==> src/rtl/window_3x3.sv <==
// Sliding 3x3 window former fed by the line buffer taps; gates output to in-image windows.
// Optional `WIN_OUT_REG_EN adds one output register stage (latency 2 instead of 1).
module window_3x3 #(
   parameter int P_DAT_WIDTH  = 8,
   parameter int P_IMG_WIDTH  = 200,
   parameter int P_IMG_HEIGHT = 150
) (
   input  logic                     i_clk,
   input  logic                     i_rstn,
   input  logic                     i_valid,
   input  logic                     i_sof,
   input  logic [P_DAT_WIDTH-1:0]   i_data_r0,
   input  logic [P_DAT_WIDTH-1:0]   i_data_r1,
   input  logic [P_DAT_WIDTH-1:0]   i_data_r2,
   output logic                     o_valid,
   output logic [9*P_DAT_WIDTH-1:0] o_win,
   output logic                     o_sof,
   output logic                     o_eol
);

   localparam int DW = P_DAT_WIDTH;
   localparam int CW = $clog2(P_IMG_WIDTH);
   localparam int RW = $clog2(P_IMG_HEIGHT);
   localparam logic [CW-1:0] COL_LAST = CW'(P_IMG_WIDTH - 1);
   localparam logic [RW-1:0] ROW_LAST = RW'(P_IMG_HEIGHT - 1);
   localparam logic [CW-1:0] COL_TWO  = CW'(2);
   localparam logic [RW-1:0] ROW_TWO  = RW'(2);

   logic [CW-1:0] col_q;
   logic [CW-1:0] pos_col;
   logic [RW-1:0] row_q;
   logic [RW-1:0] pos_row;
   logic          hit;

   // sr_q[r][c]: packed so that element (r,c) sits at window slot 3*r+c
   logic [2:0][2:0][DW-1:0] sr_q;
   logic [2:0][DW-1:0]      tap;

   logic v1_q;
   logic sof1_q;
   logic eol1_q;

   assign tap = {i_data_r0, i_data_r1, i_data_r2};

   always_comb begin
      pos_col = i_sof ? '0 : col_q;
      pos_row = i_sof ? '0 : row_q;
      hit     = i_valid && (pos_col >= COL_TWO)
                && (pos_row >= ROW_TWO);
   end

   always_ff @(posedge i_clk or negedge i_rstn) begin
      if (!i_rstn) begin
         col_q <= '0;
         row_q <= '0;
      end else if (i_valid) begin
         if (pos_col == COL_LAST) begin
            col_q <= '0;
            row_q <= (pos_row == ROW_LAST) ? '0 : pos_row + 1'b1;
         end else begin
            col_q <= pos_col + 1'b1;
            row_q <= pos_row;
         end
      end
   end

   always_ff @(posedge i_clk or negedge i_rstn) begin
      if (!i_rstn) begin
         sr_q <= '0;
      end else if (i_valid) begin
         for (int r = 0; r < 3; r++) begin
            sr_q[r] <= {tap[r], sr_q[r][2], sr_q[r][1]};
         end
      end
   end

   always_ff @(posedge i_clk or negedge i_rstn) begin
      if (!i_rstn) begin
         v1_q   <= 1'b0;
         sof1_q <= 1'b0;
         eol1_q <= 1'b0;
      end else begin
         v1_q   <= hit;
         sof1_q <= hit && (pos_col == COL_TWO)
                   && (pos_row == ROW_TWO);
         eol1_q <= hit && (pos_col == COL_LAST);
      end
   end

`ifdef WIN_OUT_REG_EN
   logic          v2_q;
   logic          sof2_q;
   logic          eol2_q;
   logic [9*DW-1:0] win2_q;

   always_ff @(posedge i_clk or negedge i_rstn) begin
      if (!i_rstn) begin
         v2_q   <= 1'b0;
         sof2_q <= 1'b0;
         eol2_q <= 1'b0;
         win2_q <= '0;
      end else begin
         v2_q   <= v1_q;
         sof2_q <= sof1_q;
         eol2_q <= eol1_q;
         win2_q <= sr_q;
      end
   end

   assign o_valid = v2_q;
   assign o_sof   = sof2_q;
   assign o_eol   = eol2_q;
   assign o_win   = win2_q;
`else
   assign o_valid = v1_q;
   assign o_sof   = sof1_q;
   assign o_eol   = eol1_q;
   assign o_win   = sr_q;
`endif

endmodule

==> config.mk <==
export PLATFORM = sky130hd
export DESIGN_NAME = window_3x3
export DESIGN_NICKNAME = d
export VERILOG_FILES = /design/src/rtl/window_3x3.sv
export SDC_FILE = /design/constraint.sdc
export NUM_CORES = 1
export LEC_CHECK = 0
export CAP_MARGIN = 40
export CORE_UTILIZATION = 45
export CTS_BUF_LIST = sky130_fd_sc_hd__clkbuf_8
export CTS_CLUSTER_SIZE = 14
export DETAILED_ROUTE_END_ITERATION = 12
export PLACE_DENSITY = 0.75
export SETUP_SLACK_MARGIN = 0.15
export SLEW_MARGIN = 10
export SYNTH_ARGS = -nofsm -noshare
export SYNTH_HDL_FRONTEND = slang
export SYNTH_SLANG_ARGS = --single-unit
export TNS_END_PERCENT = 100
==> constraint.sdc <==
create_clock -name i_clk -period 3.1 [get_ports i_clk]
set_input_delay 0.31 -clock i_clk [delete_from_list [all_inputs] [get_ports i_clk]]
set_output_delay 0.31 -clock i_clk [all_outputs]
set_load 0.1 [all_outputs]
# Word-level counts from Yosys, hierarchy flattened
# Cells that the tools add are included.
# word_totals
ff_bits	91
word_cells	32
input_bits	28
output_inout_bits	75
# op_classes
n_lt_le_gt_ge	2
n_eq_ne	4
reduce_logical	5
muxes	5
addsub	2
# op_table
cell	count
8-bit two-way mux	5
8-bit by 1-bit adder with 8-bit output (second input constant)	2
8-bit by 2-bit equality test with 1-bit output (second input constant)	2
8-bit equality test (second input constant)	2
8-bit by 2-bit greater-or-equal comparator with 1-bit output (second input constant)	2
1-bit logical AND	5

# Logic depth before layout (Yosys ltp)
# logic_depth
word_depth	6
mapped_depth	9
ltp_nobuf	8

# Least setup slack after synthesis
# OpenSTA, ideal clock, no wires.
# synth_path
path_type	input to register
from	input port i_sof
to	register row_q[7]
setup_ps	126
slack_ps	1052
n_path_buf	0
arrival_time_ps	1922
path_stages	8
required_ps	2974
cell_sequence	inv_1 > nand2_1 > inv_1 > ha_1 > nand4b_1 > nor4_2 > a31oi_1 > a221o_1
# synth_between
elab_chain_len	4
elab_cells_between_ends	7
classes_between	1 x add/sub; 2 x eq/ne; 4 x mux
# synth_lines
element	line_no	source
start: declaration	11	input logic i_sof,
8-bit two-way mux	47	pos_row = i_sof ? '0 : row_q;
8-bit by 1-bit adder with 8-bit output / 8-bit equality test (equally long branches)	59	row_q <= (pos_row == ROW_LAST) ? '0 : pos_row + 1'b1;
8-bit two-way mux	59	
8-bit two-way mux *	57	if (pos_col == COL_LAST) begin
end signal: assignment	59	
end signal: assignment	62	row_q <= pos_row;
end: declaration	31	logic [RW-1:0] row_q;
# Every way passes the cells marked *; elsewhere a longest branch is shown, timed or not.
# A chain may end at the register's enable or synchronous reset.

# Worst setup path in the final report
# layout_path
from	input port i_sof
to	register row_q[3]
# The elaborated chain is that of the path after synthesis.

==> run_results.csv <==
group,metric,value,unit
outcome,outcome,"finished, final reports clean",
clocking,cts_buffer_depth,2,
finish,multi_input_area,1495,um2
global_routing,grt_overflow_total,0,
global_routing,grt_first_pass_wirelength,16940,um
clocking,hold_buffers,1,
synth,syn_avg_cell_area,13.54,um2
place,hpwlAfterDp,7367,um
finish,final_net_count,492,
critical_path,worstSetupStartpointType,"input port",
routing,avgRoutedWirePerCell,18.67,um
routing,drc_errors,0,
finish,stdcell_area,6419,um2
finish,antenna-diode-count,0,
timing,setup_slack,0.7390,ns
floorplanning,num_rows,33,
power,p_clk_frac,0.215,
timing,finalHoldViolations,0,
synth,syn-num-nets,319,
clocking,path_clk_slew,0.09,ns
global_routing,grt_most_used_layer,"met2",
floorplanning,die_x,94.78,um
power,p_seq_frac,0.316,
clocking,clock_latency,0.35,ns
floorplanning,die_y,94.78,um
finish,final_cell_mix,"clkdlybuf4s50_1 (92), dfrtp_1 (91), mux2_2 (72), buf_8 (55), buf_4 (15)",
finish,areaGrowthSynthToFinish,65.70,%
synth,synth-edff-count,0,
clocking,root_buffer,"clkbuf_8",
job,cap_violations,0,
timing,tightest_slew,0.6045,ns
worst_hold_path,hold_class,"in2async",
floorplanning,start_util,0.4691,
critical_path,criticalPathCategory,"in2reg",
power,vdd_drop_max,0.5326,mV
synth,yosysUniqueCellTypes,46,
place,place_area,6158,um2
global_routing,met3_usage,0.07166,
critical_path,cp.arrival,2.60,ns
routing,drtIter0Drc,119,
critical_path,crit_required,3.34,ns
global_routing,grt_pass1_vias,3292,
timing,min_period,2.361,ns
synth,ys_ff_latch,91,
clocking,cts.sinks,91,
timing,drv_slew,0,
clocking,numCtsBuffers,9,
routing,first_pass_iters,4,
synth,synth_area,3874,um2
synth,ys.flop_type,"dfrtp_1",
routing,vias,2998,
floorplanning,die_area,8983,um2
power,power,4.612,mW
place,gp_congestion,0.8392,
clocking,postCtsSetupBuffers,0,
global_routing,grt_max_degree,60,
timing,whs,0.3788,ns
power,p_sw,1.920,mW
place,numPortBuffers,102,
timing,max_slew_margin,0.5955,
routing,wirelength,10620,um
finish,n_fill_cell,476,
place,place_ws,0.4018,ns
clocking,htreeDepth,3,
critical_path,cp-end-kind,"flop",
timing,finalSetupViolations,0,
synth,synthArstFlopShare,1.000,
timing,fin_tns_setup,0,ns
global_routing,grt_use_met1,0.3042,
power,p_int,2.693,mW
finish,drive_gt1_frac,0.3836,
finish,seq_area,2277,um2
floorplanning,ioPinCount,103,
power,p_sw_frac,0.4162,
clocking,cts_tree,"done",
finish,layout_commonest_cell,"clkdlybuf4s50_1",
floorplanning,coreArea,8258,um2
timing,clock_skew,0.007930,ns
power,p_leak,2.823,nW
routing,drtAntennaViolNets,0,
global_routing,antenna_found_initial,0,
power,p_comb_frac,0.468,
global_routing,track_usage,0.2544,
timing,period_share,0.7616,
routing,vias_per_cell,5.269,
synth,syn-instance-count,286,
timing,max_freq,0.4236,GHz
timing,rsz0062_at_grt,"false",
global_routing,grtUsageMet2,0.4400,
synth,yosysSeqAreaShare,0.5879,
power,p_per_area,718.6,nW/um2
critical_path,crit_path_max_fanout,9,
synth,yosys_warnings,0,
clocking,cts_resized,0,
==> metrics by stage <==
stage          std cells    util
2_1_floorplan        286       -
3_3_place_gp         484  0.6024
3_5_place_dp         552  0.7458
4_1_cts              569  0.7773
5_1_grt              569  0.7773
6_report             569  0.7773
==> logic make-up (layout without fill, tap and decap cells) <==
logic type               after synthesis  in the layout  share of synthesized area
flip-flops                            91             91                     0.5879
buffers and inverters                 24            202                    0.02616
multiplexers                          76             76                     0.2196
AO/OA/AOI/OAI                         32             32                    0.06396
AND/OR/NAND/NOR                       58             58                    0.08624
adder cells (fa/ha/maj)                5              5                    0.01615
==> metal layers <==
metal / vias up / wire length [um]
met5: - / 0
met4: 0 / 161
met3: 11 / 778
met2: 115 / 5553
met1: 1487 / 4128
li1: 1385 / -
==> final timing paths <==
kind                       startpoint   endpoint  slack, ns  cells after the start
min reg2reg                 o_win[31]  o_win[31]       0.52                      1
max                             i_sof   row_q[3]       0.74                      9
min in group i_clk            i_valid   col_q[3]       0.46                      3
max reg2reg                  col_q[1]   row_q[3]       0.82                      6
min                            i_rstn  o_win[33]       0.38                      2
max in group asynchronous      i_rstn   row_q[7]       1.95                      4
==> worst max-delay path, cell delays in order <==
cell and delay [ns]:
clkdlybuf4s50_1 0.48, inv_1 0.10, nand2_1 0.07, inv_1 0.09
ha_1 0.23, nand4b_1 0.26, nor2_1 0.56, a41oi_1 0.19
a211o_1 0.32
==> Yosys cell counts (all sizes together), types with 3 or more instances <==
cell type,instances,area (um2)
dfrtp,91,2277
inv,10,37.54
mux2i,4,40.04
nand3,5,25.02
nor2,9,33.78
nand2,13,48.80
clkbuf,12,55.05
a21oi,5,25.02
nor2b,4,25.02
nand4b,3,26.28
ha,5,62.56
mux2,72,810.8
o21ai,5,25.02
or2,3,18.77
nor3,6,30.03
a31oi,4,25.02
==> flip-flops by register name, indices dropped and copies added, names as in the netlist <==
signal	flops
o_win	72
col_q	8
row_q	8
o_eol	1
o_sof	1
o_valid	1
==> layout make-up <==
cell class                      count  area share
Tap cell                          105     0.02047
Timing Repair Buffer              176      0.3470
Sequential cell                    91      0.3548
Clock buffer                       10     0.02144
Inverter                           10    0.005848
Multi-Input combinational cell    171      0.2329
Clock inverter                      6     0.01754
==> power groups by stage <==
stage | combinational, mW | clock, mW | sequential, mW
5_1_grt | 2.22 | 1.05 | 1.48
4_1_cts | 2.17 | 1.01 | 1.46
2_1_floorplan | 0.208 | 0 | 2.48
3_5_place_dp | 2.16 | 0 | 1.47
3_3_place_gp | 1.63 | 0 | 1.45
6_report | 2.16 | 0.993 | 1.46
Note: power is estimated with default switching activity, not from simulation.
